File: src/rtl/fp_pkg.sv
// Shared constants, FSM state type and IEEE-754 single-precision field helpers.
// Latency: none (declarations and pure functions only).
// Backpressure: not applicable.
package fp_pkg;

  localparam int EXP_W   = 8;
  localparam int MAN_W   = 23;
  localparam int BIAS    = 127;
  localparam int INF_EXP = 255;
  localparam logic [EXP_W+MAN_W:0] QNAN = 32'h7FC0_0000;

  typedef enum logic [1:0] {
    S_IDLE,
    S_DIVIDE,
    S_NORM,
    S_DONE
  } fsm_state_e;

  typedef struct packed {
    logic             sign;
    logic [EXP_W-1:0] expo;
    logic [MAN_W-1:0] man;
  } fp32_t;

  // Split a raw 32-bit word into its IEEE fields.
  function automatic fp32_t to_fp(input logic [EXP_W+MAN_W:0] x);
    return fp32_t'(x);
  endfunction

  // Exponent zero counts as zero: denormals are flushed.
  function automatic logic is_zero(input logic [EXP_W-1:0] e);
    return (e == '0);
  endfunction

  function automatic logic is_inf(input logic [EXP_W-1:0] e, input logic [MAN_W-1:0] m);
    return (e == '1) && (m == '0);
  endfunction

  function automatic logic is_nan(input logic [EXP_W-1:0] e, input logic [MAN_W-1:0] m);
    return (e == '1) && (m != '0);
  endfunction

endpackage

File: src/rtl/mant_div_core.sv
// Restoring significand divider producing one quotient bit per step, MSB first.
// Latency: 25 steps after load; done_o flags the final step.
// Backpressure: none; the caller gates stepping with start_i.
module mant_div_core
  import fp_pkg::*;
(
  input  logic             clk,
  input  logic             rst_n,
  input  logic             load_i,
  input  logic             start_i,
  input  logic [MAN_W:0]   ma_i,
  input  logic [MAN_W:0]   mb_i,
  output logic             done_o,
  output logic [MAN_W+1:0] quo_o
);

  localparam int QW = MAN_W + 2;
  localparam logic [4:0] LAST_ITER = 5'(QW - 1);

  logic [QW-1:0]  rem_q, rem_d;
  logic [QW-1:0]  quo_q, quo_d;
  logic [MAN_W:0] mb_q, mb_d;
  logic [4:0]     cnt_q, cnt_d;
  logic [QW-1:0]  diff;
  logic           ge;

  // One restoring step: trial subtract, keep it if non-negative, shift remainder.
  always_comb begin
    rem_d = rem_q;
    quo_d = quo_q;
    mb_d  = mb_q;
    cnt_d = cnt_q;
    diff  = rem_q - {1'b0, mb_q};
    ge    = (rem_q >= {1'b0, mb_q});
    if (load_i) begin
      rem_d = {1'b0, ma_i};
      mb_d  = mb_i;
      quo_d = '0;
      cnt_d = '0;
    end else if (start_i) begin
      quo_d = {quo_q[QW-2:0], ge};
      rem_d = (ge ? diff : rem_q) << 1;
      cnt_d = cnt_q + 5'd1;
    end
  end

  // Divider state registers with synchronous reset.
  always_ff @(posedge clk) begin
    if (!rst_n) begin
      rem_q <= '0;
      quo_q <= '0;
      mb_q  <= '0;
      cnt_q <= '0;
    end else begin
      rem_q <= rem_d;
      quo_q <= quo_d;
      mb_q  <= mb_d;
      cnt_q <= cnt_d;
    end
  end

  assign done_o = start_i && (cnt_q == LAST_ITER);
  assign quo_o  = quo_q;

endmodule

File: src/rtl/fp_divider.sv
// Iterative IEEE-754 single divider q = a / b, truncating, denormals flushed to zero.
// Latency: out_valid 27 cycles after a normal accept, 1 cycle after a special-case accept.
// Backpressure: result and flags held in DONE until out_ready; in_ready low whenever busy.
module fp_divider
  import fp_pkg::*;
(
  input  logic        clk,
  input  logic        rst_n,
  input  logic        in_valid,
  output logic        in_ready,
  input  logic [31:0] a,
  input  logic [31:0] b,
  output logic        out_valid,
  input  logic        out_ready,
  output logic [31:0] q,
  output logic        div_by_zero,
  output logic        overflow,
  output logic        underflow
);

  fsm_state_e        state_q, state_d;
  logic [31:0]       q_q, q_d;
  logic              dbz_q, dbz_d;
  logic              ovf_q, ovf_d;
  logic              unf_q, unf_d;
  logic              sign_q, sign_d;
  logic signed [9:0] exp_q, exp_d;

  fp32_t             fa, fb;
  logic              accept;
  logic              a_zero, b_zero, a_inf, b_inf, a_nan, b_nan;
  logic              core_done;
  logic [MAN_W+1:0]  core_quo;
  logic signed [9:0] exp_n;
  logic [MAN_W-1:0]  man_n;

  assign fa     = to_fp(a);
  assign fb     = to_fp(b);
  assign a_zero = is_zero(fa.expo);
  assign b_zero = is_zero(fb.expo);
  assign a_inf  = is_inf(fa.expo, fa.man);
  assign b_inf  = is_inf(fb.expo, fb.man);
  assign a_nan  = is_nan(fa.expo, fa.man);
  assign b_nan  = is_nan(fb.expo, fb.man);

  assign in_ready  = rst_n && (state_q == S_IDLE);
  assign accept    = in_valid && in_ready;
  assign out_valid = (state_q == S_DONE);

  // The core is loaded on every accept; it only steps while in DIVIDE.
  mant_div_core u_core (
    .clk     (clk),
    .rst_n   (rst_n),
    .load_i  (accept),
    .start_i (state_q == S_DIVIDE),
    .ma_i    ({1'b1, fa.man}),
    .mb_i    ({1'b1, fb.man}),
    .done_o  (core_done),
    .quo_o   (core_quo)
  );

  // Normalise the quotient: a leading zero means the quotient lies in [0.5,1).
  always_comb begin
    if (core_quo[MAN_W+1]) begin
      exp_n = exp_q;
      man_n = core_quo[MAN_W:1];
    end else begin
      exp_n = exp_q - 10'sd1;
      man_n = core_quo[MAN_W-1:0];
    end
  end

  // Next-state and datapath decode: specials resolve at accept, normal path packs in NORM.
  always_comb begin
    state_d = state_q;
    q_d     = q_q;
    dbz_d   = dbz_q;
    ovf_d   = ovf_q;
    unf_d   = unf_q;
    sign_d  = sign_q;
    exp_d   = exp_q;
    case (state_q)
      S_IDLE: begin
        if (accept) begin
          sign_d  = fa.sign ^ fb.sign;
          dbz_d   = 1'b0;
          ovf_d   = 1'b0;
          unf_d   = 1'b0;
          state_d = S_DONE;
          if (a_nan || b_nan || (a_zero && b_zero) || (a_inf && b_inf)) begin
            q_d = QNAN;
          end else if (a_inf) begin
            q_d = {fa.sign ^ fb.sign, {EXP_W{1'b1}}, {MAN_W{1'b0}}};
          end else if (b_inf || a_zero) begin
            q_d = {fa.sign ^ fb.sign, {(EXP_W+MAN_W){1'b0}}};
          end else if (b_zero) begin
            q_d   = {fa.sign ^ fb.sign, {EXP_W{1'b1}}, {MAN_W{1'b0}}};
            dbz_d = 1'b1;
          end else begin
            exp_d   = {2'b00, fa.expo} - {2'b00, fb.expo} + 10'(BIAS);
            state_d = S_DIVIDE;
          end
        end
      end
      S_DIVIDE: begin
        if (core_done) begin
          state_d = S_NORM;
        end
      end
      S_NORM: begin
        state_d = S_DONE;
        if (exp_n >= $signed(10'(INF_EXP))) begin
          q_d   = {sign_q, {EXP_W{1'b1}}, {MAN_W{1'b0}}};
          ovf_d = 1'b1;
        end else if (exp_n <= 10'sd0) begin
          q_d   = {sign_q, {(EXP_W+MAN_W){1'b0}}};
          unf_d = 1'b1;
        end else begin
          q_d = {sign_q, exp_n[EXP_W-1:0], man_n};
        end
      end
      S_DONE: begin
        if (out_ready) begin
          state_d = S_IDLE;
          dbz_d   = 1'b0;
          ovf_d   = 1'b0;
          unf_d   = 1'b0;
        end
      end
      default: state_d = S_IDLE;
    endcase
  end

  // State and result registers; reset discards any in-flight operation.
  always_ff @(posedge clk) begin
    if (!rst_n) begin
      state_q <= S_IDLE;
      q_q     <= '0;
      dbz_q   <= 1'b0;
      ovf_q   <= 1'b0;
      unf_q   <= 1'b0;
      sign_q  <= 1'b0;
      exp_q   <= '0;
    end else begin
      state_q <= state_d;
      q_q     <= q_d;
      dbz_q   <= dbz_d;
      ovf_q   <= ovf_d;
      unf_q   <= unf_d;
      sign_q  <= sign_d;
      exp_q   <= exp_d;
    end
  end

  assign q           = q_q;
  assign div_by_zero = dbz_q;
  assign overflow    = ovf_q;
  assign underflow   = unf_q;

endmodule

File: config.mk
export PLATFORM = sky130hd
export DESIGN_NAME = fp_divider
export DESIGN_NICKNAME = d
export VERILOG_FILES = /design/src/rtl/fp_pkg.sv /design/src/rtl/mant_div_core.sv /design/src/rtl/fp_divider.sv
export SDC_FILE = /design/constraint.sdc
export NUM_CORES = 1
export LEC_CHECK = 0
export CORE_ASPECT_RATIO = 1.25
export CORE_UTILIZATION = 25
export CTS_BUF_LIST = sky130_fd_sc_hd__clkbuf_8 sky130_fd_sc_hd__clkbuf_16
export DETAILED_ROUTE_END_ITERATION = 8
export GPL_TIMING_DRIVEN = 0
export SKIP_LAST_GASP = 1
export SYNTH_ARGS = -nofsm -noshare
export SYNTH_HDL_FRONTEND = slang
export SYNTH_SLANG_ARGS = --single-unit
File: constraint.sdc
create_clock -name clk -period 2.4 [get_ports clk]
set_input_delay 0.36 -clock clk [delete_from_list [all_inputs] [get_ports clk]]
set_output_delay 0.36 -clock clk [all_outputs]
set_load 0.05 [all_outputs]
# --- Word-level counts from Yosys, hierarchy flattened ---
# Cells that the tools add are included.
totals:
  elab_cells: 105
  latch_bits: 0
  ff_bits: 127
  output_inout_bits: 37
  mem_count: 0
  mem_bits_ro: 0
  ramBits: 0
op_classes:
  n_div: 0
  add_sub_neg: 5
  n_shift: 0
  n_mux: 34
  n_reduce_logical: 32
  eq_ne: 13
  n_lt_le_gt_ge: 3
  mul: 0
  n_bitwise: 6
op_table:
  columns: ["op", "count"]
  rows:
  - ["32-bit two-way mux", 5]
  - ["24-bit two-way mux", 3]
  - ["32-bit one-hot mux with 2 select lines", 1]
  - ["31-bit two-way mux", 2]
  - ["23-bit zero test", 2]
  - ["23-bit nonzero test", 2]
  - ["25-bit by 24-bit >= comparator with 1-bit output", 1]
  - ["24-bit subtractor", 1]
  - ["23-bit two-way mux", 1]
  - ["8-bit equality test (second input constant)", 2]
  - ["8-bit zero test", 2]
  - ["2-bit two-way mux", 7]
  - ["9-bit by 8-bit adder with 10-bit output (second input constant)", 1]
  - ["10-bit by 9-bit >= comparator with 1-bit output (second input constant)", 1]
  - ["10-bit by 1-bit <= comparator with 1-bit output (second input constant)", 1]
  - ["1-bit two-way mux", 10]
  - ["10-bit two-way mux", 1]
  - ["2-bit inequality test (second input constant)", 5]
  - ["10-bit by 2-bit subtractor with 10-bit output (second input constant)", 1]
  - ["1-bit logical AND", 9]
  - ["3-bit AND reduction", 3]
  - ["8-bit by 8-bit subtractor with 9-bit output", 1]
  - ["2-bit one-hot mux with 4 select lines", 1]
  - ["1-bit one-hot mux with 3 select lines", 2]
  - ["18 further kinds", 28]

# --- Logic depth before layout (Yosys ltp) ---
# Gate-level depths: netlist (run 1).
logic_depth:
  depth_word: 8
  ltp_mapped: 13
  depth_no_buf: 12

# --- Modules after synthesis ---
# From an unflattened synthesis (run 1), not the netlist that was laid out.
hier_totals:
  hier_cells: 932
  area_unflattened_um2: 7985.2
modules_own_cells:
  columns: ["mod", "cells_each", "area_each_um2", "seq_area_each_um2", "instances"]
  rows:
  - ["mant_div_core", 563, 4839.6, 1581.5, 1]
  - ["fp_divider", 369, 3145.5, 960.9, 1]

# --- Least setup slack after synthesis (run 1) ---
# Ideal clock, no wire load.
synth_timing:
  kind: "input -> register"
  startpoint: "input port a[23]"
  endpoint: "register exp_q[7]"
  setup_time_ps: 131
  arrival_ps: 2453
  slack_ps: -184
  required_ps: 2269
  path_stages: 12
  path_cell_list: "inv_1 -> ha_1 -> inv_1 -> fa_1 -> clkbuf_1 -> a21o_1 -> a21oi_1 -> xnor2_1 -> o211ai_1 -> or4_1 -> nand3_1 -> o21ai_0"
synth_via:
  elab_chain_len: 7
  elab_cells_between_ends: 16
synth_lines:
  columns: ["item", "line_no", "text"]
  rows:
  - ["from (decl)", "fp_divider.sv:11", "input logic [31:0] a,"]
  - ["parallel branches: the longest is 7 deep, another holds 9-bit by 8-bit adder with 10-bit output", null, null]
  - ["to (signal assigned)", "fp_divider.sv:151", "exp_q <= exp_d;"]
  - ["to (decl)", "fp_divider.sv:27", "logic signed [9:0] exp_q, exp_d;"]
# Several ways; the timed one is not identified.
# A chain may end at the register's enable or synchronous reset.

# --- Worst setup path in the final report (run 1) ---
layout_timing:
  startpoint: "register u_core.rem_q[18]"
  endpoint: "register u_core.rem_q[19]"
layout_via:
  elab_chain_len: 4
  elab_cells_between_ends: 5
layout_lines:
  columns: ["item", "line_no", "text"]
  rows:
  - ["from (decl)", "mant_div_core.sv:20", "logic [QW-1:0] rem_q, rem_d;"]
  - ["from (signal assigned)", "mant_div_core.sv:55", "rem_q <= rem_d;"]
  - ["24-bit subtractor / 25-bit by 24-bit >= comparator with 1-bit output (equally long branches)", "mant_div_core.sv:33, mant_div_core.sv:34", null]
  - ["24-bit two-way mux (*)", "mant_div_core.sv:42", "rem_d = (ge ? diff : rem_q) << 1;"]
  - ["24-bit two-way mux (*)", "mant_div_core.sv:40", "end else if (start_i) begin"]
  - ["24-bit two-way mux (*)", "mant_div_core.sv:35", "if (load_i) begin"]
# Every way passes the cells marked *; elsewhere a longest branch is shown, timed or not. The select of a mux whose other input is x is not followed.

==> results of run 1 <==
==> kinds of logic (layout without fill, tap and decap cells) <==
kind of cell / Yosys count / after routing / synth area share [%]
simple gates: 334 / 334 / 20.4
compound gates: 259 / 259 / 22.0
mux: 56 / 56 / 7.58
xor+xnor: 40 / 40 / 4.50
flops: 127 / 127 / 32.6
buf+inv: 112 / 322 / 5.96
fa+ha+maj: 42 / 42 / 6.94
==> stage by stage <==
step	cell area, µm²	utilization (%)
6_report	11800	39.0
5_1_grt	11800	39.0
4_1_cts	11400	37.5
3_5_place_dp	9480	31.2
3_3_place_gp	9480	31.2
2_1_floorplan	7940	-
==> metal layers <==
| layer | wire length (µm) | part of all wire (%) | GRT usage, % |
|---|---|---|---|
| met5 | 13 | 0.046 | 0 |
| met4 | 768 | 2.7 | 6.98 |
| met3 | 1490 | 5.3 | 2.97 |
| met2 | 14100 | 50 | 31.7 |
| met1 | 11600 | 41 | 20.0 |
==> cell usage in the layout (no fill, tap or decap), types with 19 or more instances in the layout <==
cell type	instances
dfxtp_1	104
a21oi_2	28
mux2_2	24
nand2_1	108
clkdlybuf4s50_1	95
o21ai_0	38
nor2_1	72
xnor2_1	20
inv_1	42
clkbuf_1	19
o31ai_1	24
a21oi_1	41
buf_4	61
mux2i_1	32
ha_4	24
==> where the power goes <==
part | switching, mW | internal [mW] | leakage [nW]
logic | 5.33 | 5.03 | 3.06
clock network | 1.10 | 1.54 | 0.280
registers | 0.382 | 2.48 | 1.04
total | 6.81 | 9.06 | 4.39
==> worst register-to-register path, cell delays in order (launching register included) <==
cell and delay [ns]:
dfxtp_4 0.36, ha_4 0.24, a21oi_2 0.14, o21ai_2 0.08, or4_4 0.41, a311o_1 0.36
or2_4 0.27, buf_12 0.14, buf_16 0.13, a311oi_2 0.26, a21oi_2 0.06, o31ai_2 0.20
==> cells in the mapped netlist (14+ instances only) <==
cell type and n:
dfxtp_1 127, nand2_1 115, nor2_1 85, a21oi_1 71, inv_1 56, o21ai_0 56, ha_1 40, clkbuf_1 38
nand3_1 37, mux2i_1 32, o31ai_1 27, mux2_2 24, xnor2_1 24, xor2_1 16, nor4_1 15, a211oi_1 14
a21o_1 14
==> sequential cells by signal, indices dropped and copies added, names as in the netlist <==
signal,cells
state_q,2
q,32
overflow,1
underflow,1
u_core.quo_o,25
u_core.mb_q,24
sign_q,1
div_by_zero,1
exp_q,10
u_core.cnt_q,5
u_core.rem_q,25
==> how the worst min path moves through the flow <==
stage / from / endpoint / slack [ns]
3_5_place_dp: q[14] / q[14] / 0.45
6_report: b[23] / exp_q[0] / 0.39
2_1_floorplan: u_core.mb_q[0] / u_core.mb_q[0] / 0.44
4_1_cts: b[23] / exp_q[0] / 0.40
5_1_grt: b[23] / exp_q[0] / 0.43
3_3_place_gp: q[8] / q[8] / 0.44
==> layout make-up <==
| type | instances | area (µm²) |
|---|---|---|
| buffer | 49 | 290 |
| multi-input combinational | 731 | 5900 |
| timing repair buffer | 184 | 1770 |
| fill | 2995 | 18500 |
| clock buffer | 17 | 425 |
| inverter | 57 | 226 |
| sequential | 127 | 2580 |
| clock inverter | 15 | 159 |
| tap | 401 | 502 |
==> timing repair <==
item,CTS,global route
gates cloned,4,0
endpoints found under the setup margin,110,123
gates resized for setup,207,116
buffers inserted,63,20
pin swaps,76,60
==> results_dict.tcl, run 1 <==
set metrics [dict create \
    io_buffers 103 \
    r2r-start "u_core.rem_q[18]" \
    async_flop_share_pct 0 \
    synth-main-ff-cell "dfxtp_1" \
    vias_per_cell 5.08 \
    synthesis.area_mm2 0.00779 \
    drt_pass1_iterations 5 \
    grt_antenna_before_repair 1 \
    timing.hold.ws_ns 0.391 \
    cp_top_family "compound AO/OA/AOI/OAI gates" \
    hp-class "in -> reg" \
    report.final.hold_viol_count 0 \
    rows 71 \
    failed_checks "negative setup slack" \
    slew_headroom_pct 50.8 \
    wl_um 28000 \
    clock-root-buffer "clkbuf_16" \
    synth_edf_count 0 \
    synth_top_cell_area_share_pct 32.6 \
    drv_cap 0 \
    io_pins 105 \
    r2r_cells 11 \
    die_area_mm2 0.0319 \
    synth_top_area_cell "dfxtp_1" \
    drc_errors 0 \
    synth-seq-cells 127 \
    crit_path_end "u_core.rem_q[19]" \
    tightest_slew_ns 0.737 \
    clk_latency_ns 0.44 \
    cp.required_ns 2.74 \
    dp_hpwl_um 19200 \
    crit_fanout 5 \
    syn-num-nets 1080 \
    numClockSinks 127 \
    via_count 8033 \
    yosysSeqAreaShare_pct 32.6 \
    grt_start_max_net_pins 17 \
    final.min_clock_period_ns 2.75 \
    grt_pass1_wl_um 43400 \
    syn_avg_cell_area_um2 8.03 \
    critPathMostFrequentCell "a21oi_2" \
    cts_made_buffers 17 \
    crit_path_start "u_core.rem_q[18]" \
    rsz0062_at_grt "true" \
    htreeDepth 4 \
    outcome "finished with violations" \
    finalNonFillerCells 1581 \
    fmax_ghz 0.364 \
    critPathArrivalTime_ns 3.08 \
    power_density_mw_per_mm2 1340 \
    yosysWarnings 0 \
    fin_skew_ns 0.0170 \
    dp_slack_ns -0.794 \
    worst-r2r-setup-slack_ns -0.35 \
    p_leak_nw 4.39 \
    grt_pass1_vias 8168 \
    cp_cell_sequence "ha_4 -> a21oi_2 -> o21ai_2 -> or4_4 -> a311o_1 -> or2_4 -> buf_12 -> buf_16 -> a311oi_2 -> a21oi_2 -> o31ai_2" \
    path_class "reg -> reg" \
    min_delay_path_depth 4 \
    synth_area_leaders "dfxtp_1 33%, ha_1 6.4%, nand2_1 5.5%" \
    dp.cells 1474 \
    setup_viol_count_final 51 \
    ant_nets 0 \
    drt_iter0_drc 489 \
    ir_drop_uv 611 \
    die_h_um 199 \
    cts_tree "done" \
    grt_usage_pct 17.3 \
    r2r-end "u_core.rem_q[19]" \
    tns_ns -8.03 \
    gr-total-overflow 0 \
    cts_max_path_buffers 2 \
    clk_pin_slew_ns 0.07 \
    antenna_cells 0 \
    cpPeakStageDelay_ns 0.41 \
    end_kind "flip-flop" \
    die_w_um 160 \
    layout-drive-gt1-share_pct 32.4 \
    routedWlPerCell_um 17.7 \
    hold_buffers 0 \
    gp_congestion 0.944 \
    start_kind "flip-flop" \
    p_total_mw 15.9 \
    finalCritPeriodShare_pct 114 \
    area_delta_synth_final_pct 52.1 \
    synthCells 970 \
    layout.nets 1277 \
    core_area_mm2 0.0304 \
    cp_slowest_cell "or4_4" \
    start_util_pct 25.6 \
    crit_cells 11 \
    postLayoutSetupSlackWorst_ns -0.347 \
    synthDistinctLibCells 72 \
    slew_violations 0 \
    critical_path_buf_inv_count 2 \
]
Note: power is estimated with default switching activity, not from simulation.
==> run 2, diff against run 1 <==
- CTS_BUF_LIST: sky130_fd_sc_hd__clkbuf_8 sky130_fd_sc_hd__clkbuf_16 -> sky130_fd_sc_hd__clkbuf_4
- SLEW_MARGIN: default -> 20
- SYNTH_HIERARCHICAL: default -> 1
==> run 2 against run 1 <==
- the flow still finishes with violations (negative setup slack)
- largest cell class unchanged
- first-iteration DRC count is 7.4% higher
- maximum frequency is 8.6% higher
- highest routed layer is now met4
- routed wire length is 6.1% lower
- cell area is 5.0% lower
- synthesized area is 2.5% higher
- global-route usage is 1.8 points lower
- largest power group unchanged
- count of clock-buffer cells in the layout stayed put
- non-clock buffer count is 20 lower
- critical path depth stayed put
==> results_dict.tcl, run 2 <==
set metrics [dict create \
    outcome "finished with violations" \
    failed_checks "negative setup slack" \
    grt_antenna_before_repair 1 \
    clock-root-buffer "clkbuf_4" \
    die_area_mm2 0.0327 \
    setup_viol_count_final 38 \
    die_w_um 162 \
    wl_um 26300 \
    pwr-share-seq_pct 17.5 \
    muxShareOfSynthArea_pct 9.15 \
    timing.hold.ws_ns 0.385 \
    critPathArrivalTime_ns 3.00 \
    drc_errors 0 \
    drt_iter0_drc 525 \
    async_flop_share_pct 0 \
    cp.required_ns 2.87 \
    synth-seq-cells 127 \
    grt_pass1_wl_um 39600 \
    grt_usage_pct 15.6 \
    routedWlPerCell_um 17.1 \
    synth_xor_area_share_pct 4.15 \
    report.final.hold_viol_count 0 \
    synth-main-ff-cell "dfxtp_1" \
    cts_made_buffers 17 \
    yosys.area_share.simple_pct 21.0 \
    io_buffers 104 \
    gr-total-overflow 0 \
    multi_input_area_mm2 0.00572 \
    layout.nets 1221 \
    rows 72 \
    core_area_mm2 0.0312 \
    yosysWarnings 6 \
    post-route-cell-area_mm2 0.0113 \
    ir_drop_uv 1070 \
    drv_cap 0 \
    gp_congestion 0.852 \
    io_pins 105 \
    clkPwrFrac_pct 9.5 \
    grt_start_max_net_pins 17 \
    slew_violations 0 \
    p_total_mw 16.2 \
    clk_latency_ns 0.56 \
    start_util_pct 25.6 \
    synthDistinctLibCells 78 \
    synthCells 932 \
    postLayoutSetupSlackWorst_ns -0.129 \
    via_count 7857 \
    tightest_slew_ns 0.753 \
    htreeDepth 4 \
    synth_top_area_cell "dfxtp_1" \
    power_frac_comb_pct 73.0 \
    synth_common_cells "127 x dfxtp_1, 73 x mux2i_1, 73 x nand2_1, 65 x nor2_1, 57 x inv_1" \
    p_leak_nw 4.13 \
    placed_area_mm2 0.00957 \
    largest_reg_flops 32 \
    numClockSinks 127 \
    synth.most_common_cell "dfxtp_1" \
    hold_buffers 0 \
    path_class "reg -> reg" \
    synth-compound-area-share_pct 21.0 \
    cts_max_path_buffers 2 \
    yosysSeqAreaShare_pct 31.8 \
    dp_hpwl_um 18800 \
    clk_pin_slew_ns 0.13 \
    die_h_um 202 \
    finalCritPeriodShare_pct 105 \
    final_cell_mix "99 x dfxtp_1, 99 x clkdlybuf4s50_1, 73 x mux2i_1" \
    ant_nets 0 \
    power_density_mw_per_mm2 1430 \
    vias_per_cell 5.13 \
    synth_top_family_by_area "compound AO/OA/AOI/OAI gates" \
    end_kind "flip-flop" \
    drt_pass1_iterations 8 \
    slew_headroom_pct 49.8 \
    synthesis.area_mm2 0.00799 \
    area_delta_synth_final_pct 41.0 \
    switching_share_pct 48.5 \
    hp-class "in -> reg" \
    register_area_mm2 0.00258 \
    p_sw_mw 7.83 \
    synth_top_cell_area_share_pct 31.8 \
    crit_fanout 7 \
    synth_area_leaders "dfxtp_1 32%, mux2i_1 9.2%, ha_1 6.3%" \
    n_fill_cell 3237 \
    layout-drive-gt1-share_pct 25.5 \
    synth_fa_ha_area_share_pct 6.77 \
    start_kind "flip-flop" \
    grt_pass1_vias 7325 \
    final.min_clock_period_ns 2.53 \
    fin_util_pct 36.1 \
    fin_skew_ns 0.0262 \
    fmax_ghz 0.395 \
    cts_tree "done" \
    synth_edf_count 0 \
    syn_avg_cell_area_um2 8.57 \
    p_int_mw 8.33 \
    rsz0062_at_grt "true" \
]
## run 2: cell types whose count changed after synthesis, sizes merged, moves of 22 or more
| cell | before | now |
|---|---|---|
| mux2i | 32 | 73 |
| nand2 | 115 | 75 |
| a21oi | 71 | 40 |
| nor2b | 6 | 37 |
| mux2 | 24 | 0 |
| o31ai | 28 | 4 |
| nand3 | 37 | 15 |
## run 2: area by class of cell
cell class,instances,area share [%]
Multi-Input combinational cell,695,50.8
Sequential cell,127,23.0
Timing Repair Buffer,166,14.1
Tap cell,407,4.52
Buffer,47,2.97
Inverter,57,1.98
Clock inverter,15,1.47
Clock buffer,17,1.13
Antenna cell,2,0.0444
## run 2: repair_timing
action                                  4_1_cts  5_1_grt
buffers inserted                             31       26
resized for setup                           111      130
endpoints found under the setup margin      123       88
pin swaps                                    41       56
cloned                                        4        1
## run 2: cells by family after synthesis
family,Yosys count
buffers and inverters,111
multiplexers,73
AO/OA/AOI/OAI,226
adder cells (fa/ha/maj),42
AND/OR/NAND/NOR,315
flip-flops,127
XOR/XNOR,37
other,1
## run 2: per-layer routing
metal / vias to the layer above / GRT usage, % / share of wire (%)
li1: 3787 / - / -
met1: 3744 / 19.0 / 42
met2: 284 / 27.1 / 50
met3: 42 / 3.18 / 5.7
met4: 0 / 4.75 / 2.2
met5: - / 0 / 0
## run 2: stage by stage
step | setup TNS [ns] | setup slack, ns | std cells
floorplan | 0 | 0.00120 | 933
global placement | -116.71 | -1.44 | 1444
detailed placement | -119.65 | -1.45 | 1444
CTS | -3.18 | -0.135 | 1506
global route | -7.85 | -0.269 | 1532
finish | -3.04 | -0.129 | 1533
## run 2: critical path, stage by stage, from the launching register on
cell	delay, ns
dfxtp_4	0.39
inv_4	0.06
ha_4	0.11
or4b_4	0.51
nor3_4	0.25
nand2b_4	0.17
a211oi_2	0.08
o21ai_4	0.23
buf_12	0.14
nand4bb_4	0.21
buf_6	0.21
o21ai_1	0.10
## run 2: final timing paths
path	from	endpoint	slack [ns]	cells past startpoint
setup / recovery	exp_q[0]	q[0]	-0.13	11
hold / removal	a[23]	exp_q[0]	0.38	5
setup reg to reg	exp_q[0]	q[0]	-0.13	11
hold reg to reg	q[9]	q[9]	0.46	2
## run 2: power groups by stage
stage,Combinational [mW],Sequential [mW],Clock (mW)
CTS,9.68,2.76,1.59
floorplan,5.67,2.75,0
global placement,7.60,2.76,0
global route,12.4,2.86,1.70
detailed placement,7.67,2.76,0
finish,11.8,2.83,1.53
